<file path="src/rtl/ahb_lite_master_if.sv">
// AHB-Lite bus bundle between one master and the interconnect/slave side.
// Latency: none (wires only).
// Backpressure: HREADY from the slave side stalls the master.
interface ahb_lite_master_if;
  logic [31:0] HADDR;
  logic        HWRITE;
  logic [2:0]  HSIZE;
  logic [2:0]  HBURST;
  logic [3:0]  HPROT;
  logic [1:0]  HTRANS;
  logic        HMASTLOCK;
  logic [31:0] HWDATA;
  logic [31:0] HRDATA;
  logic        HREADY;
  logic        HRESP;

  modport master (
    output HADDR, HWRITE, HSIZE, HBURST, HPROT, HTRANS, HMASTLOCK, HWDATA,
    input  HRDATA, HREADY, HRESP
  );

  modport slave (
    input  HADDR, HWRITE, HSIZE, HBURST, HPROT, HTRANS, HMASTLOCK, HWDATA,
    output HRDATA, HREADY, HRESP
  );
endinterface

</file>
<file path="src/rtl/ahb_lite_master.sv">
// AHB-Lite master: turns application requests into pipelined SINGLE/INCR transfers.
// Latency: request -> address phase +1 cycle -> data phase +2; read data returned combinationally.
// Backpressure: HREADY=0 freezes address/data phase state; WAIT tells the application to hold.
module ahb_lite_master (
  input  logic        HCLK,
  input  logic        HRESETn,
  ahb_lite_master_if.master ahb,
  input  logic [31:0] data_in,
  input  logic [31:0] addr,
  input  logic [3:0]  opcode,
  input  logic        enable,
  input  logic        new_trans,
  input  logic        busy,
  output logic [31:0] data_out,
  output logic        data_valid,
  output logic        error,
  output logic        WAIT
);

  // State encoding equals the HTRANS code so the state register drives the bus directly.
  typedef enum logic [1:0] {
    ST_IDLE   = 2'b00,
    ST_BUSY   = 2'b01,
    ST_NONSEQ = 2'b10,
    ST_SEQ    = 2'b11
  } state_t;

  state_t      r_state;
  logic [31:0] r_haddr;
  logic        r_hwrite;
  logic [2:0]  r_hsize;
  logic [2:0]  r_hburst;
  logic [31:0] r_hwdata;

  // Data phase context captured when the address phase completes.
  logic        r_dp_vld;
  logic        r_dp_write;
  logic [1:0]  r_dp_size;
  logic [1:0]  r_dp_lane;
  logic [31:0] r_rdata;

  logic        w_xfer;
  logic        w_err_first;
  logic        w_rd_done;
  logic [31:0] w_lane;

  // Only NONSEQ and SEQ carry a data phase; IDLE and BUSY do not.
  assign w_xfer      = (r_state == ST_NONSEQ) || (r_state == ST_SEQ);
  // First cycle of the two-cycle ERROR response: the pipelined address is dropped.
  assign w_err_first = r_dp_vld && ahb.HRESP && !ahb.HREADY;
  assign w_rd_done   = r_dp_vld && !r_dp_write && ahb.HREADY && !ahb.HRESP;

  // Address phase FSM; outputs are registered alongside the state.
  always_ff @(posedge HCLK or negedge HRESETn) begin
    if (!HRESETn) begin
      r_state  <= ST_IDLE;
      r_haddr  <= '0;
      r_hwrite <= 1'b0;
      r_hsize  <= '0;
      r_hburst <= '0;
    end else if (w_err_first) begin
      r_state <= ST_IDLE;
    end else if (ahb.HREADY) begin
      if (!enable) begin
        r_state <= ST_IDLE;
      end else if (new_trans) begin
        r_state  <= ST_NONSEQ;
        r_haddr  <= addr;
        r_hwrite <= opcode[2];
        r_hsize  <= {1'b0, opcode[1:0]};
        r_hburst <= {2'b00, opcode[3]};
      end else if (opcode[3] && busy) begin
        // Application paused mid-burst: address and controls stay put.
        r_state <= ST_BUSY;
      end else if (opcode[3]) begin
        r_state  <= ST_SEQ;
        r_haddr  <= addr;
        r_hwrite <= opcode[2];
        r_hsize  <= {1'b0, opcode[1:0]};
        r_hburst <= {2'b00, opcode[3]};
      end else begin
        // Continuation of a non-burst request means the transaction is over.
        r_state <= ST_IDLE;
      end
    end
  end

  // Advance the data phase and capture write data when an address phase completes.
  always_ff @(posedge HCLK or negedge HRESETn) begin
    if (!HRESETn) begin
      r_dp_vld   <= 1'b0;
      r_dp_write <= 1'b0;
      r_dp_size  <= '0;
      r_dp_lane  <= '0;
      r_hwdata   <= '0;
    end else if (ahb.HREADY) begin
      r_dp_vld   <= w_xfer;
      r_dp_write <= r_hwrite;
      r_dp_size  <= r_hsize[1:0];
      r_dp_lane  <= r_haddr[1:0];
      if (w_xfer && r_hwrite) begin
        r_hwdata <= data_in;
      end
    end
  end

  // Pick the addressed byte/halfword lane out of HRDATA and zero-extend it.
  always_comb begin
    w_lane = ahb.HRDATA;
    case (r_dp_size)
      2'd0: begin
        case (r_dp_lane)
          2'd0:    w_lane = {24'd0, ahb.HRDATA[7:0]};
          2'd1:    w_lane = {24'd0, ahb.HRDATA[15:8]};
          2'd2:    w_lane = {24'd0, ahb.HRDATA[23:16]};
          default: w_lane = {24'd0, ahb.HRDATA[31:24]};
        endcase
      end
      2'd1: begin
        w_lane = r_dp_lane[1] ? {16'd0, ahb.HRDATA[31:16]} : {16'd0, ahb.HRDATA[15:0]};
      end
      default: w_lane = ahb.HRDATA;
    endcase
  end

  // Hold the last completed read so data_out stays stable between reads.
  always_ff @(posedge HCLK or negedge HRESETn) begin
    if (!HRESETn) begin
      r_rdata <= '0;
    end else if (w_rd_done) begin
      r_rdata <= w_lane;
    end
  end

  assign ahb.HADDR     = r_haddr;
  assign ahb.HWRITE    = r_hwrite;
  assign ahb.HSIZE     = r_hsize;
  assign ahb.HBURST    = r_hburst;
  assign ahb.HPROT     = 4'b0011;
  assign ahb.HTRANS    = r_state;
  assign ahb.HMASTLOCK = 1'b0;
  assign ahb.HWDATA    = r_hwdata;

  // Read data is forwarded in the completing cycle, otherwise the held value.
  assign data_out   = w_rd_done ? w_lane : r_rdata;
  assign data_valid = w_rd_done;
  assign error      = r_dp_vld && ahb.HRESP;
  assign WAIT       = !ahb.HREADY && ((r_state != ST_IDLE) || r_dp_vld);

endmodule

</file>
<file path="src/flat_wrapper.sv">
// flat-port wrapper written by rule: the top's interface ports become plain ports
module ahb_lite_master_flat 
  (HCLK, HRESETn, data_in, addr, opcode, enable, new_trans, busy, data_out, data_valid, error, WAIT, ahb_HADDR, ahb_HWRITE, ahb_HSIZE, ahb_HBURST, ahb_HPROT, ahb_HTRANS, ahb_HMASTLOCK, ahb_HWDATA, ahb_HRDATA, ahb_HREADY, ahb_HRESP);
  ahb_lite_master_if ahb_i ();
  input  logic HCLK;
  input  logic HRESETn;
  input  logic [31:0] data_in;
  input  logic [31:0] addr;
  input  logic [3:0] opcode;
  input  logic enable;
  input  logic new_trans;
  input  logic busy;
  output logic [31:0] data_out;
  output logic data_valid;
  output logic error;
  output logic WAIT;
  output wire logic [$bits(ahb_i.HADDR)-1:0] ahb_HADDR;
  output wire logic [$bits(ahb_i.HWRITE)-1:0] ahb_HWRITE;
  output wire logic [$bits(ahb_i.HSIZE)-1:0] ahb_HSIZE;
  output wire logic [$bits(ahb_i.HBURST)-1:0] ahb_HBURST;
  output wire logic [$bits(ahb_i.HPROT)-1:0] ahb_HPROT;
  output wire logic [$bits(ahb_i.HTRANS)-1:0] ahb_HTRANS;
  output wire logic [$bits(ahb_i.HMASTLOCK)-1:0] ahb_HMASTLOCK;
  output wire logic [$bits(ahb_i.HWDATA)-1:0] ahb_HWDATA;
  input wire logic [$bits(ahb_i.HRDATA)-1:0] ahb_HRDATA;
  input wire logic [$bits(ahb_i.HREADY)-1:0] ahb_HREADY;
  input wire logic [$bits(ahb_i.HRESP)-1:0] ahb_HRESP;
  assign ahb_HADDR = ahb_i.HADDR;
  assign ahb_HWRITE = ahb_i.HWRITE;
  assign ahb_HSIZE = ahb_i.HSIZE;
  assign ahb_HBURST = ahb_i.HBURST;
  assign ahb_HPROT = ahb_i.HPROT;
  assign ahb_HTRANS = ahb_i.HTRANS;
  assign ahb_HMASTLOCK = ahb_i.HMASTLOCK;
  assign ahb_HWDATA = ahb_i.HWDATA;
  assign ahb_i.HRDATA = ahb_HRDATA;
  assign ahb_i.HREADY = ahb_HREADY;
  assign ahb_i.HRESP = ahb_HRESP;
  ahb_lite_master u_core (.HCLK(HCLK), .HRESETn(HRESETn), .ahb(ahb_i), .data_in(data_in), .addr(addr), .opcode(opcode), .enable(enable), .new_trans(new_trans), .busy(busy), .data_out(data_out), .data_valid(data_valid), .error(error), .WAIT(WAIT));
endmodule
</file>
<file path="config.mk">
export PLATFORM = sky130hd
export DESIGN_NAME = ahb_lite_master_flat
export DESIGN_NICKNAME = d
export VERILOG_FILES = /design/src/rtl/ahb_lite_master_if.sv /design/src/rtl/ahb_lite_master.sv /design/src/flat_wrapper.sv
export SDC_FILE = /design/constraint.sdc
export NUM_CORES = 1
export LEC_CHECK = 0
export ABC_AREA = 1
export BUFFER_PORTS_ARGS = -buffer_cell sky130_fd_sc_hd__buf_2
export CORE_MARGIN = 5
export CORE_UTILIZATION = 42
export CTS_CLUSTER_DIAMETER = 120
export DETAILED_ROUTE_END_ITERATION = 6
export PLACE_DENSITY_LB_ADDON = 0.2
export SLEW_MARGIN = 25
export SYNTH_ARGS = -nofsm -noshare
export SYNTH_HDL_FRONTEND = slang
export SYNTH_SLANG_ARGS = --single-unit
export TNS_END_PERCENT = 1
</file>
<file path="constraint.sdc">
create_clock -name HCLK -period 1.29 [get_ports HCLK]
set_clock_uncertainty 0.15 [all_clocks]
set_input_delay 0.0645 -clock HCLK [delete_from_list [all_inputs] [get_ports HCLK]]
set_output_delay 0.0645 -clock HCLK [all_outputs]
set_load 0.01 [all_outputs]
</file>
* Word-level counts from Yosys, hierarchy flattened *
Index checks and enable logic that the tools add are counted.

cells by class
  add/subtract/negate cells = 0
  multiply operators = 0
  divide/modulo/power cells = 0
  magnitude comparators = 0
  equal/unequal tests = 6
  shift operators = 0
  muxes and demuxes = 22
  bitwise gates (word level) = 1
  reduce and logical (&&, ||, !) cells = 20

operators with widths
  cell                                                             number
  32-bit two-way mux                                               4
  32-bit one-hot mux with 2 select lines                           1
  8-bit one-hot mux with 3 select lines                            1
  3-bit two-way mux                                                6
  16-bit two-way mux                                               1
  2-bit two-way mux                                                6
  1-bit logical AND                                                8
  2-bit == test, second input constant                             3
  2-bit nonzero test                                               3
  5-bit AND reduction                                              1
  2-bit by 1-bit == test with 1-bit output, second input constant  2
  2-bit logical NOT                                                2
  1-bit logical NOT                                                3
  1-bit two-way mux                                                3
  1-bit logical OR                                                 2
  2-bit != test, second input constant                             1
  2-bit AND reduction                                              1
  1-bit NOT                                                        1

word-level totals
  bits in registers = 111
  latch bits = 0
  RAM bits = 0
  bits in read-only memories = 0
  input bits = 107
  output and inout port bits = 113
  word-level logic and storage cells = 60
  memories kept = 0

* Depth between registers and ports, before layout *
  depth after elaboration = 6
  gate-level depth with buffers = 8
  depth with buffers taken out = 7

* Worst setup path before layout *
OpenSTA, ideal clock, no wires.

  path type = register -> register
  start = reg u_core.r_dp_size[1]
  end = reg u_core.r_rdata[17]
  setup time = 162 ps
  arrival time = 1264 ps
  required time = 978 ps
  setup slack = -286 ps
  cell stages (with the launch flop) = 5
  buffers on the path = 2
  period minus slack after synthesis = 1576 ps
  cells stage by stage = dfrtp_1 buf_2 clkinv_1 buf_2 o31ai_1

on the way
  longest elaborated chain between the ends = 3

ends and longest elaborated chain
  element                                                                               RTL line                RTL
  start, declared                                                                       ahb_lite_master.sv:38   logic [1:0] r_dp_size;
  start signal, assigned                                                                ahb_lite_master.sv:99   r_dp_size <= r_hsize[1:0];
  2-bit by 1-bit == test with 1-bit output / 2-bit logical NOT (equally long branches)  ahb_lite_master.sv:110  case (r_dp_size)
  32-bit one-hot mux with 2 select lines *                                              ahb_lite_master.sv:110
  32-bit two-way mux *                                                                  --
  via data_out[17]                                                                      flat_wrapper.sv:13      output logic [31:0] data_out;
  end signal, assigned                                                                  ahb_lite_master.sv:131  r_rdata <= w_lane;
  end, declared                                                                         ahb_lite_master.sv:40   logic [31:0] r_rdata;

The timed path passes the listed nets; every way through them passes the cells marked *.
A chain may end at the register's enable or synchronous reset.

* Worst setup path in the final report *
  start = reg u_core.r_dp_lane[1]
  end = out data_out[3]

on the way
  longest elaborated chain between the ends = 4

ends and longest elaborated chain
  element                                   RTL line                RTL
  start, declared                           ahb_lite_master.sv:39   logic [1:0] r_dp_lane;
  start signal, assigned                    ahb_lite_master.sv:100  r_dp_lane <= r_haddr[1:0];
  2-bit == test (tied with other cells)     ahb_lite_master.sv:112  case (r_dp_lane)
  8-bit one-hot mux with 3 select lines     ahb_lite_master.sv:112
  32-bit one-hot mux with 2 select lines *  ahb_lite_master.sv:110
  32-bit two-way mux *                      ahb_lite_master.sv:145  assign data_out = w_rd_done ? w_lane : r_rdata;
  end, declared                             flat_wrapper.sv:13

Every way passes the cells marked *; elsewhere a longest branch is shown, timed or not.

==> impl_metrics.py <==
metrics = {
    "status": {
        "outcome": "complete, but fails checks",
        "violations": "negative hold slack, negative setup slack",
    },
    "grt": {
        "antenna_found_initial": 1,
        "grt_pass1_vias": 4808,
        "gr-total-overflow": 0,
        "grt.total_usage_pct": 22.3,
        "grt_pass1_wl_um": 23400,
        "grt_max_degree": 109,
    },
    "clock_network": {
        "clockBufferDepth": 2,
        "cts-htree-levels": 3,
        "cts_tree": "yes",
        "root_buffer": "clkbuf_8",
        "clkSlewWorstSetupHoldPaths_ns": 0.10,
        "clock-sinks": 108,
        "holdBufCountCts": 73,
        "numCtsBuffers": 9,
        "clk_latency_ns": 0.39,
    },
    "die": {
        "io_pins": 220,
        "fp.dieW_um": 115,
        "start_util_pct": 42.8,
        "die-area_sq_um": 13200,
        "num_rows": 38,
        "die_y_um": 115,
        "core_sq_um": 10800,
    },
    "sta": {
        "fin_tns_setup_ns": -17.94,
        "worstMarginPinSlew_ns": 0.622,
        "hold_viol": 31,
        "setup_ws_ns": -0.555,
        "setup_viol": 75,
        "finalCritPeriodShare_pct": 143,
        "drv_slew": 0,
        "fin_hold_ws_ns": -0.195,
        "fmax_mhz": 542,
        "rsz0062_at_grt": "true",
        "fin_crit_ns": 1.85,
        "slew_headroom_pct": 58.5,
    },
    "worst_setup_path": {
        "end_kind": "output port",
        "cpMaxStageDelayCell": "dfrtp_1",
        "cp_max_fo": 7,
        "path_common_cell": "nand2_1",
        "cp_data_required_time_ns": 1.08,
        "start_kind": "flop",
        "slowest_delay_ns": 0.43,
        "worstPathCellList": "inv_2 -> buf_12 -> nand2_1 -> nand2_1 -> nand2_1 -> nand2_1 -> nand2_1 -> nand2_1 -> buf_2",
        "path_class": "reg -> out",
        "arrival_ns": 1.63,
    },
    "logic_synthesis": {
        "seq_area_frac_synth_pct": 58.3,
        "synth.avg_cell_area_sq_um": 9.05,
        "netlist_area_sq_um": 4640,
        "synth.distinct_cells": 21,
        "ys_warn_count": 0,
        "syn_inst": 512,
        "synth-seq-cells": 108,
    },
    "flow_run": {
        "maxCapViolations": 0,
    },
    "cells_and_area": {
        "final.fill_count": 866,
        "drive_above_1_share_pct": 43.5,
        "n_antenna_cell": 0,
        "utilization_pct": 68.1,
        "syn_to_final_growth_pct": 59.2,
        "final_area_sq_um": 7380,
        "fin_nets": 930,
    },
    "route": {
        "routed_wl_um": 14600,
        "wl_per_cell_um": 15.1,
        "postRouteAntennaNets": 0,
        "drtIter0Drc": 290,
        "drt_pass1_iterations": 4,
        "vias": 4597,
        "drc": 0,
        "viasPerCell": 4.75,
    },
    "power": {
        "p_leak_nw": 4.02,
        "p_total_mw": 10.9,
        "ir_worst_vdd_uv": 980,
        "p_per_area_nw_per_um2": 1480,
    },
    "placement": {
        "placed_area_sq_um": 6260,
        "gp_congestion": 0.895,
        "dp_slack_ns": -0.198,
        "hpwlAfterDp_um": 9840,
        "portBuffers": 211,
    },
    "worst_hold_path": {
        "hold_path.class": "in -> reg",
    },
}
==> cell families after synthesis <==
kind of cell	share of synthesized area, %
mux	7.77
buf+inv	6.05
simple gates	21.6
compound gates	6.07
other cells	0.162
flops	58.3
==> critical path: cells and delay by family (launching register included) <==
kind	cells	cell delay [ns]
and+or+nand+nor	6	0.45
DFF	1	0.43
buffers and inverters	3	0.37
==> cells in the mapped netlist, drive strengths merged <==
cell type    n  share of area, %
nor3         1              0.11
nand2      222                18
mux2        32               7.8
clkbuf       6              0.49
dfrtp      108                58
o21ai       15               1.6
o211ai       1              0.16
clkinv       2              0.16
nand3       17               1.8
or2          2              0.27
conb         2              0.16
o22ai        1              0.14
o31ai        8               1.3
a31oi        1              0.14
nor2        18               1.5
buf         25               3.1
inv         28               2.3
a21oi       23               2.7
==> stage by stage <==
step | instances | hold WS (ns)
2_1_floorplan | 518 | -0.381
3_3_place_gp | 877 | 0.0382
3_5_place_dp | 877 | 0.0432
4_1_cts | 967 | -0.216
5_1_grt | 968 | -0.226
6_report | 968 | -0.195
==> cell usage in the layout, fill, tap and decap left out, types with 9 or more instances in the layout <==
| cell type | count |
|---|---|
| buf_2 | 207 |
| buf_4 | 26 |
| dfrtp_1 | 107 |
| dlygate4sd3_1 | 72 |
| a21oi_2 | 16 |
| clkbuf_8 | 9 |
| nand2_1 | 213 |
| nor2_1 | 10 |
| nand3_1 | 15 |
| mux2_2 | 24 |
| inv_1 | 24 |
| buf_6 | 12 |
==> final cells by class <==
class | instances | area [sq um] | area share, %
Sequential cell | 108 | 2700 | 36.6
Timing Repair Buffer | 325 | 2240 | 30.3
Multi-Input combinational cell | 349 | 1960 | 26.6
Tap cell | 140 | 175 | 2.37
Clock buffer | 9 | 124 | 1.68
Inverter | 30 | 119 | 1.61
Clock inverter | 7 | 58.8 | 0.797
==> layer usage <==
layer  global-route usage (%)  up-vias  wire (um)
met1                     26.8     2139       5640
met5                        0        -         13
met2                     38.3      205       7290
met4                     7.12        2        319
met3                     6.95       27       1310
li1                         -     2224          -
==> path summary, 6_finish.rpt <==
kind                                             end                  from  depth (start not counted)  slack [ns]
worst max-delay path                     data_out[3]   u_core.r_dp_lane[1]                          9       -0.56
worst min-delay path              u_core.r_rdata[28]        ahb_HRDATA[28]                          3       -0.19
worst max register to register    u_core.r_rdata[14]     u_core.r_dp_write                          6       -0.13
worst min register to register  u_core.ahb.HADDR[16]  u_core.ahb.HADDR[16]                          2        0.33
max in group asynchronous         u_core.r_rdata[23]               HRESETn                          3        0.38
min in group asynchronous         u_core.r_rdata[24]               HRESETn                          3        0.09
==> power by group <==
part           switching (mW)  internal [mW]  total (mW)
registers               0.479           4.34        4.82
clock network            1.24          0.733        1.97
logic                    2.11           1.98        4.09
total                    3.83           7.06        10.9
==> timing repair <==
action                     4_1_cts  5_1_grt
hold endpoints to repair       216       32
pin swaps                        4        1
setup endpoints to repair       93      131
resized for setup               24       34
buffers inserted                 1        1
==> state kept, by name, indices dropped and copies added (netlist names) <==
register / flops
u_core.ahb.HWRITE: 1
u_core.ahb.HADDR: 32
u_core.ahb.HBURST: 1
u_core.r_dp_vld: 1
u_core.r_rdata: 32
u_core.r_dp_write: 1
u_core.ahb.HSIZE: 2
u_core.ahb.HTRANS: 2
u_core.ahb.HWDATA: 32
u_core.r_dp_size: 2
u_core.r_dp_lane: 2
Power figures use the tool's default switching activity.
